[config.mk]
export PLATFORM = sky130hd
export DESIGN_NAME = xfipcs_rx_gearbox_flat
export DESIGN_NICKNAME = d
export VERILOG_FILES = /design/src/rtl/xfipcs_rx_gearbox_pkg.sv /design/src/rtl/xfipcs_rx_gearbox_if.sv /design/src/rtl/xfipcs_gb_slip_ctrl.sv /design/src/rtl/xfipcs_rx_gearbox.sv /design/src/flat_wrapper.sv
export SDC_FILE = /design/constraint.sdc
export NUM_CORES = 1
export LEC_CHECK = 0
export CORE_ASPECT_RATIO = 0.6
export CORE_UTILIZATION = 40
export DETAILED_ROUTE_END_ITERATION = 8
export GPL_TIMING_DRIVEN = 1
export PLACE_DENSITY = 0.55
export RECOVER_POWER = 25
export SKIP_LAST_GASP = 1
export SYNTH_ARGS = -nofsm -noshare
export SYNTH_HDL_FRONTEND = slang
export SYNTH_HIERARCHICAL = 1
export SYNTH_SLANG_ARGS = --single-unit
[constraint.sdc]
create_clock -name clk -period 5 [get_ports clk]
set_input_delay 1 -clock clk [delete_from_list [all_inputs] [get_ports clk]]
set_output_delay 1 -clock clk [all_outputs]
set_load 0.02 [all_outputs]
[src/rtl/xfipcs_rx_gearbox_pkg.sv]
// Shared XFIPCS constants and types for the 32->66 receive gearbox.
package xfipcs_rx_gearbox_pkg;

  localparam int GB_IN_W  = 32;  // SerDes word width
  localparam int BLK_W    = 66;  // 64b/66b block width
  localparam int GB_BUF_W = 98;  // worst case: 65 leftover bits + one word
  localparam int GB_CNT_W = 7;   // occupancy count 0..97

  localparam logic [1:0] SH_DATA = 2'b10;
  localparam logic [1:0] SH_CTRL = 2'b01;

  // Header sits in the low bits so the struct maps 1:1 onto buffer [65:0].
  typedef struct packed {
    logic [BLK_W-3:0] payload;
    logic [1:0]       header;
  } gb_blk_t;

endpackage

[src/rtl/xfipcs_rx_gearbox_if.sv]
// Word-in / block-out bus of the receive gearbox.
interface xfipcs_rx_gearbox_if;
  import xfipcs_rx_gearbox_pkg::*;

  logic               rx_valid;
  logic [GB_IN_W-1:0] rx_data;
  logic               blk_valid;
  logic [1:0]         blk_header;
  logic [BLK_W-3:0]   blk_payload;

  // master: word source / block sink; slave: the gearbox
  modport master (output rx_valid, rx_data, input blk_valid, blk_header, blk_payload);
  modport slave  (input rx_valid, rx_data, output blk_valid, blk_header, blk_payload);

endinterface

[src/rtl/xfipcs_gb_slip_ctrl.sv]
// Slip request edge detect, pending flag and slip-done delay pipe.
module xfipcs_gb_slip_ctrl #(
  parameter int SLIP_DONE_DLY = 1  // 1..4
) (
  input  logic clk,
  input  logic reset,
  input  logic slip,
  input  logic has_data,       // at least one bit available this cycle
  output logic apply,          // drop one bit this cycle
  output logic slip_done_set
);

  logic                     slip_q;
  logic                     armed;    // slip has been seen low since reset
  logic                     pending;
  logic                     rise;
  logic [SLIP_DONE_DLY-1:0] vld_pipe;

  // A slip held through reset must go low before it can request again.
  assign rise          = slip & ~slip_q & armed;
  assign apply         = pending & has_data;
  assign slip_done_set = vld_pipe[SLIP_DONE_DLY-1];

  // Edge detect, pending request (edges while pending are absorbed), done pipe.
  always_ff @(posedge clk) begin
    if (reset) begin
      slip_q   <= 1'b0;
      armed    <= ~slip;
      pending  <= 1'b0;
      vld_pipe <= '0;
    end else begin
      slip_q      <= slip;
      armed       <= armed | ~slip;
      pending     <= apply ? 1'b0 : (pending | rise);
      vld_pipe[0] <= apply;
      for (int i = 1; i < SLIP_DONE_DLY; i++) vld_pipe[i] <= vld_pipe[i-1];
    end
  end

endmodule

[src/rtl/xfipcs_rx_gearbox.sv]
// 32-bit SerDes words to 66-bit blocks, with one-bit slip for block lock.
module xfipcs_rx_gearbox
  import xfipcs_rx_gearbox_pkg::*;
#(
  parameter int SLIP_DONE_DLY = 1
) (
  input  logic                    clk,
  input  logic                    reset,
  xfipcs_rx_gearbox_if.slave      gb,
  input  logic                    slip,
  output logic                    sh_valid,
  output logic                    test_sh_set,
  output logic                    slip_done_set
);

  localparam logic [GB_CNT_W-1:0] BLK_N = GB_CNT_W'(BLK_W);
  localparam logic [GB_CNT_W-1:0] WRD_N = GB_CNT_W'(GB_IN_W);

  logic [GB_BUF_W-1:0] sbuf_q;   // bit 0 is the oldest received bit
  logic [GB_CNT_W-1:0] n_q;
  logic [GB_BUF_W-1:0] merged;
  logic [GB_BUF_W-1:0] shifted;
  logic [GB_CNT_W-1:0] n1;
  logic                apply;
  logic                has_data;
  gb_blk_t             blk_q;
  logic                blk_vld_q;

  // The incoming word counts as data, so a slip deferred at n=0 lands on
  // the first bit of the next word.
  assign has_data = (n_q != '0) | gb.rx_valid;

  xfipcs_gb_slip_ctrl #(.SLIP_DONE_DLY(SLIP_DONE_DLY)) u_slip (
    .clk           (clk),
    .reset         (reset),
    .slip          (slip),
    .has_data      (has_data),
    .apply         (apply),
    .slip_done_set (slip_done_set)
  );

  // Append at n then drop bit 0 on slip; equal to slipping first and
  // appending at n-s, and also covers the empty-buffer slip case.
  always_comb begin
    merged = sbuf_q;
    if (gb.rx_valid)
      merged = sbuf_q | ({{(GB_BUF_W-GB_IN_W){1'b0}}, gb.rx_data} << n_q);
    shifted = apply ? (merged >> 1) : merged;
    n1      = n_q + (gb.rx_valid ? WRD_N : '0) - {{(GB_CNT_W-1){1'b0}}, apply};
  end

  // Buffer/count update and block extraction; bits above n stay zero.
  always_ff @(posedge clk) begin
    if (reset) begin
      sbuf_q    <= '0;
      n_q       <= '0;
      blk_q     <= '0;
      blk_vld_q <= 1'b0;
    end else if (n1 >= BLK_N) begin
      blk_q     <= shifted[BLK_W-1:0];
      sbuf_q    <= shifted >> BLK_W;
      n_q       <= n1 - BLK_N;
      blk_vld_q <= 1'b1;
    end else begin
      sbuf_q    <= shifted;
      n_q       <= n1;
      blk_vld_q <= 1'b0;
    end
  end

  assign gb.blk_valid   = blk_vld_q;
  assign gb.blk_header  = blk_q.header;
  assign gb.blk_payload = blk_q.payload;
  assign sh_valid       = blk_q.header[0] ^ blk_q.header[1];
  assign test_sh_set    = blk_vld_q;

endmodule

[src/flat_wrapper.sv]
// flat-port wrapper written by rule: the top's interface ports become plain ports
module xfipcs_rx_gearbox_flat import xfipcs_rx_gearbox_pkg::*;
#(
  parameter int SLIP_DONE_DLY = 1
)
  (clk, reset, slip, sh_valid, test_sh_set, slip_done_set, gb_rx_valid, gb_rx_data, gb_blk_valid, gb_blk_header, gb_blk_payload);
  xfipcs_rx_gearbox_if gb_i ();
  input  logic clk;
  input  logic reset;
  input  logic slip;
  output logic sh_valid;
  output logic test_sh_set;
  output logic slip_done_set;
  input wire logic [$bits(gb_i.rx_valid)-1:0] gb_rx_valid;
  input wire logic [$bits(gb_i.rx_data)-1:0] gb_rx_data;
  output wire logic [$bits(gb_i.blk_valid)-1:0] gb_blk_valid;
  output wire logic [$bits(gb_i.blk_header)-1:0] gb_blk_header;
  output wire logic [$bits(gb_i.blk_payload)-1:0] gb_blk_payload;
  assign gb_i.rx_valid = gb_rx_valid;
  assign gb_i.rx_data = gb_rx_data;
  assign gb_blk_valid = gb_i.blk_valid;
  assign gb_blk_header = gb_i.blk_header;
  assign gb_blk_payload = gb_i.blk_payload;
  xfipcs_rx_gearbox #(.SLIP_DONE_DLY(SLIP_DONE_DLY)) u_core (.clk(clk), .reset(reset), .gb(gb_i), .slip(slip), .sh_valid(sh_valid), .test_sh_set(test_sh_set), .slip_done_set(slip_done_set));
endmodule
Yosys cells after proc, flatten, opt, wreduce, memory -nomap -nowiden. Cells that the tools add are included.

Add/subtract/negate cells: 3. $mul: 0. Div/mod/pow operators: 0. $lt $le $gt $ge: 1. Equal/unequal tests: 0. Shift operators: 1. Multiplexer cells: 7. Bitwise gates (word level): 10. Reductions and logical operators: 3.

Operators by type and width (count): $mux 98 (2); $or 98x98->98 (1); $shl 32x7->98 (1); $mux 32 (1); $add 7x7->7 (1); $ge 7x7->1 const B (1); $mux 7 (1); $reduce_bool 7->1 (1); $sub 7x1->7 (1); $sub 7x7->7 const B (1); $mux 6 (1); $reduce_or 2->1 (2); $and 1x1->1 (3); $or 1x1->1 (3); $mux 1 (2); $not 1->1 (2); $xor 1x1->1 (1).

Register bits: 176. Bits in latches: 0. Memory bits (writable): 0. ROM bits: 0. Input port bits: 36. Output and inout port bits: 70. Word-level logic and storage cells: 35. Memories kept: 0.

Depth between registers and ports, before layout.
Depth in word-level cells: 6. Mapped depth: 22. Depth with buffers taken out: 17.

By module. The synthesis kept the hierarchy.

Modules (own cells, without submodules): xfipcs_rx_gearbox (instances 1, cells each 1275, area an instance 10737.8 um^2, sequential area each 3443.3 um^2); xfipcs_gb_slip_ctrl (instances 1, cells each 12, area an instance 138.9 um^2, sequential area each 80.1 um^2).

Least setup slack after synthesis. OpenSTA, ideal clock, no wires.

Path kind: input-to-reg. Start point: input port gb_rx_valid. End point: register u_core.sbuf_q[27]. Library setup time: 79 ps. Data arrival time: 4398 ps. Required time: 4921 ps. Slack: 523 ps. Stages: 20. Cell sequence: clkbuf_1 clkbuf_1 nor3_1 nand3_1 and2_2 ha_1 inv_1 ha_1 fa_1 inv_1 ha_1 nand2_1 a221oi_1 o21bai_1 nand3_1 inv_1 clkbuf_1 buf_2 nand3_1 o211ai_1.

Word-level cells in the longest chain between the ends: 5.

Ends and longest elaborated chain: from (decl) (RTL line flat_wrapper.sv:14) `input wire logic [$bits(gb_i.rx_valid)-1:0] gb_rx_valid;`; $or 1x1->1 (*) (RTL line xfipcs_rx_gearbox.sv:31) `assign has_data = (n_q != '0) | gb.rx_valid;`; net u_core.has_data (RTL line xfipcs_rx_gearbox.sv:25) `logic has_data;`; $and 1x1->1 (*) (RTL line xfipcs_gb_slip_ctrl.sv:21) `assign apply = pending & has_data;`; net u_core.apply (RTL line xfipcs_rx_gearbox.sv:24) `logic apply;`; $sub 7x1->7 (RTL line xfipcs_rx_gearbox.sv:49) `n1 = n_q + (gb.rx_valid ? WRD_N : '0) - {{(GB_CNT_W-1){1'b0}}, apply};`; $ge 7x7->1 (RTL line xfipcs_rx_gearbox.sv:59) `end else if (n1 >= BLK_N) begin`; $mux 32 (*) (RTL line xfipcs_rx_gearbox.sv:59); to (signal assigned) (RTL line xfipcs_rx_gearbox.sv:61) `sbuf_q <= shifted >> BLK_W;`; to (signal assigned) (RTL line xfipcs_rx_gearbox.sv:65) `sbuf_q <= shifted;`; to (decl) (RTL line xfipcs_rx_gearbox.sv:19) `logic [GB_BUF_W-1:0] sbuf_q;`.

The timed path passes the listed nets; every way through them passes the cells marked *. A chain may end at the register's enable or synchronous reset.

Worst setup path in the final report.
Start point: input port gb_rx_valid. End point: register u_core.sbuf_q[46].

Word-level cells in the longest chain between the ends: 5.

Ends and longest elaborated chain (RTL line): $or 1x1->1 (*) (xfipcs_rx_gearbox.sv:31); net u_core.has_data (xfipcs_rx_gearbox.sv:25); $and 1x1->1 (*) (xfipcs_gb_slip_ctrl.sv:21); net u_core.apply (xfipcs_rx_gearbox.sv:24); $sub 7x1->7 (xfipcs_rx_gearbox.sv:49); $ge 7x7->1 (xfipcs_rx_gearbox.sv:59); $reduce_or 2->1 (no line).

Marked as above.

==> flow_summary.json <==
{
  "overflow": 0,
  "grt_pass1_wl_mm": 67.88,
  "r2r-start": "u_core/n_q[2]",
  "path_clk_slew_ns": 0.07,
  "die_y_um": 129.7,
  "multi_input_area_um2": 6850,
  "synth_common_cells": "dfxtp_1 (176), nor2_1 (150), nand2_1 (109)",
  "max_slew_margin_pct": 1.376,
  "cellLeakagePower_nw": 5.177,
  "busiest_layer": "met1",
  "use_met3_pct": 11.84,
  "crit_start": "gb_rx_valid",
  "final_layout_size_suffix_gt1_share_pct": 13.37,
  "synthFlopType": "dfxtp_1",
  "met1_usage_pct": 51.87,
  "dieArea_um2": 27880,
  "async_reset_ff_share_pct": 0,
  "post_synth.cell_area_avg_um2": 8.451,
  "post_synth_main_area_contributors": "dfxtp_1 (32%), mux2i_1 (5.6%), nor2_1 (5.2%), mux4_2 (4.8%), nand2_1 (3.8%)",
  "setup_viol": 0,
  "hpwl_mm": 34.31,
  "yosysWarnings": 6,
  "min_path_type": "reg -> reg",
  "antenna_found_initial": 0,
  "die_width_um": 214.9,
  "syn2layout_area_growth_pct": 20.61,
  "synth.most_common_cell": "dfxtp_1",
  "status": "finished, final reports clean",
  "tns_ns": 0,
  "grt_max_degree": 65,
  "synth.distinct_cells": 82,
  "synthDominantCellAreaShare_pct": 32.39,
  "wl_per_cell_um": 26.50,
  "seq_area_frac_synth_pct": 32.39,
  "ant_nets": 0,
  "first_iter_violations": 1605,
  "syn-num-nets": 1334,
  "first_global_vias": 9809,
  "firstDrtPassIters": 7,
  "yosysTopAreaCell": "dfxtp_1",
  "root_buffer": "clkbuf_16",
  "post_cts_resized": 0,
  "fin_nets": 1425,
  "ir_drop_uv": 712.9,
  "vias": 11190,
  "synth_cells": 1287,
  "cp-start-kind": "input pin",
  "seq_area_um2": 3527,
  "worstSkewPairLatency_ns": 0.46,
  "p_total_mw": 10.16,
  "cts_hold_buf": 0,
  "coreArea_um2": 26530,
  "fmax_mhz": 224.3,
  "via_per_inst": 6.388,
  "portBuffers": 105,
  "tightestPinTransition_ns": 1.479,
  "fin_hold_ws_ns": 0.4553,
  "skew_ns": 0.01198,
  "synth_area_um2": 10880,
  "cts_tree": "done",
  "use_met2_pct": 40.62,
  "nFillCells": 2640,
  "postCtsSetupRepairBufs": 0,
  "required_ns": 5.31,
  "grt_use_total_pct": 33.11,
  "clockBufferDepth": 2,
  "hold_viol_final": 0,
  "pin_count": 106,
  "drc_errors": 0,
  "rows": 46,
  "power.density_nw_per_um2": 774.7,
  "rsz0062_at_grt": "no",
  "yosys_register_bits": 176,
  "start_util_pct": 40.99,
  "path_max_fanout": 35,
  "routed_wl_mm": 46.43,
  "cts_made_buffers": 17,
  "clock_sink_count": 176,
  "cp-end-kind": "flip-flop",
  "path_class": "in -> reg",
  "gp_congestion": 1.030,
  "cp.arrival_ns": 4.77,
  "htree_levels": 4,
  "min_from": "u_core/gb.blk_payload[47]",
  "synth_edf_count": 0,
  "maxCapViolCount": 0,
  "drv_slew": 0,
  "min_period_ns": 4.458,
  "post-route-period-util_pct": 89.17
}
[worst max-delay path: stages]
cell	delay, ns
clkdlybuf4s50_1	0.48
nor3_1	0.05
nand3_1	0.11
and2_4	0.15
ha_1	0.13
inv_1	0.04
ha_1	0.20
fa_1	0.54
inv_1	0.07
ha_1	0.21
nand2_1	0.08
a221oi_1	0.08
o21ba_2	0.27
o21ai_4	0.82
buf_4	0.43
nor2_1	0.08
[sequential cells by signal, indices dropped and copies added (netlist names)]
| register | cells |
|---|---|
| u_core/u_slip/slip_q | 1 |
| u_core/n_q | 7 |
| u_core/gb.blk_payload | 64 |
| u_core/gb.blk_header | 2 |
| u_core/u_slip/armed | 1 |
| u_core/u_slip/slip_done_set | 1 |
| u_core/gb.blk_valid | 1 |
| u_core/u_slip/pending | 1 |
| u_core/sbuf_q | 98 |
[power breakdown]
group | leakage [nW] | internal, mW | switching (mW)
combinational | 3.46 | 2.24 | 4.49
sequential | 1.43 | 1.86 | 0.207
clock | 0.282 | 0.717 | 0.643
[metal layers]
layer  vias to the layer above  share of wire (%)
met5                         -                  0
met2                       671                 36
met1                      5439                 49
met3                        60                 13
li1                       5022                  -
met4                         0                2.1
[area by class of cell]
type	instances	share of cell area (%)
diodes	1	0.01907
clock buffers	18	3.348
clock inverters	14	1.154
inverters	23	0.6676
multi-input cells	985	52.22
flip-flops and latches	176	26.89
well taps	360	3.433
repair buffers	175	12.27
[layout by cell type, fill, tap and decap left out, types with 7 or more instances in the layout]
| cell type | n |
|---|---|
| a221o_1 | 18 |
| nor2b_1 | 11 |
| and2_1 | 17 |
| nor3_1 | 34 |
| nand2_1 | 108 |
| or2_2 | 8 |
| a211oi_1 | 22 |
| mux2_2 | 32 |
| and3_1 | 10 |
| mux2i_1 | 61 |
| a21oi_1 | 68 |
| nand3_1 | 56 |
| o21a_1 | 7 |
| dlygate4sd3_1 | 58 |
| a221oi_1 | 9 |
| o22ai_1 | 34 |
| nand2b_1 | 15 |
| mux4_2 | 23 |
| dfxtp_1 | 173 |
| o211ai_1 | 11 |
| a31oi_1 | 10 |
| clkbuf_16 | 17 |
| a22o_1 | 12 |
| mux4_1 | 13 |
| nor2_1 | 150 |
| a21o_1 | 9 |
| inv_1 | 18 |
| a211o_1 | 8 |
| or3_1 | 8 |
| buf_4 | 66 |
| ha_1 | 10 |
| clkdlybuf4s50_1 | 47 |
| a22oi_1 | 8 |
| o31ai_1 | 11 |
| o21ai_0 | 81 |
| a2111oi_0 | 7 |
[per-stage QoR]
stage | cell area (um^2) | setup slack (ns) | util, % | std cells
floorplan | 10880 | 0.5229 | - | 1287
global placement | 12530 | 0.2109 | 47.22 | 1719
detailed placement | 12530 | 0.1541 | 47.22 | 1719
CTS | 13120 | 0.5984 | 49.45 | 1751
global route | 13120 | 0.2906 | 49.43 | 1751
finish | 13120 | 0.5417 | 49.44 | 1752
[final timing paths]
path / slack [ns] / endpoint / cells after the start
min: 0.46 / u_core/gb.blk_payload[47] / 2
max: 0.54 / u_core/sbuf_q[46] / 16
min reg2reg: 0.46 / u_core/gb.blk_payload[47] / 2
max reg2reg: 0.80 / u_core/sbuf_q[46] / 17
[logic make-up after synthesis]
group	Yosys count	synth area share (%)
XOR/XNOR	11	0.8857
flip-flops	176	32.39
AND/OR/NAND/NOR	445	19.02
buffers and inverters	126	4.935
adder cells (fa/ha/maj)	11	1.334
multiplexers	130	16.93
AO/OA/AOI/OAI	388	24.50
Note: power is estimated with default switching activity, not from simulation.
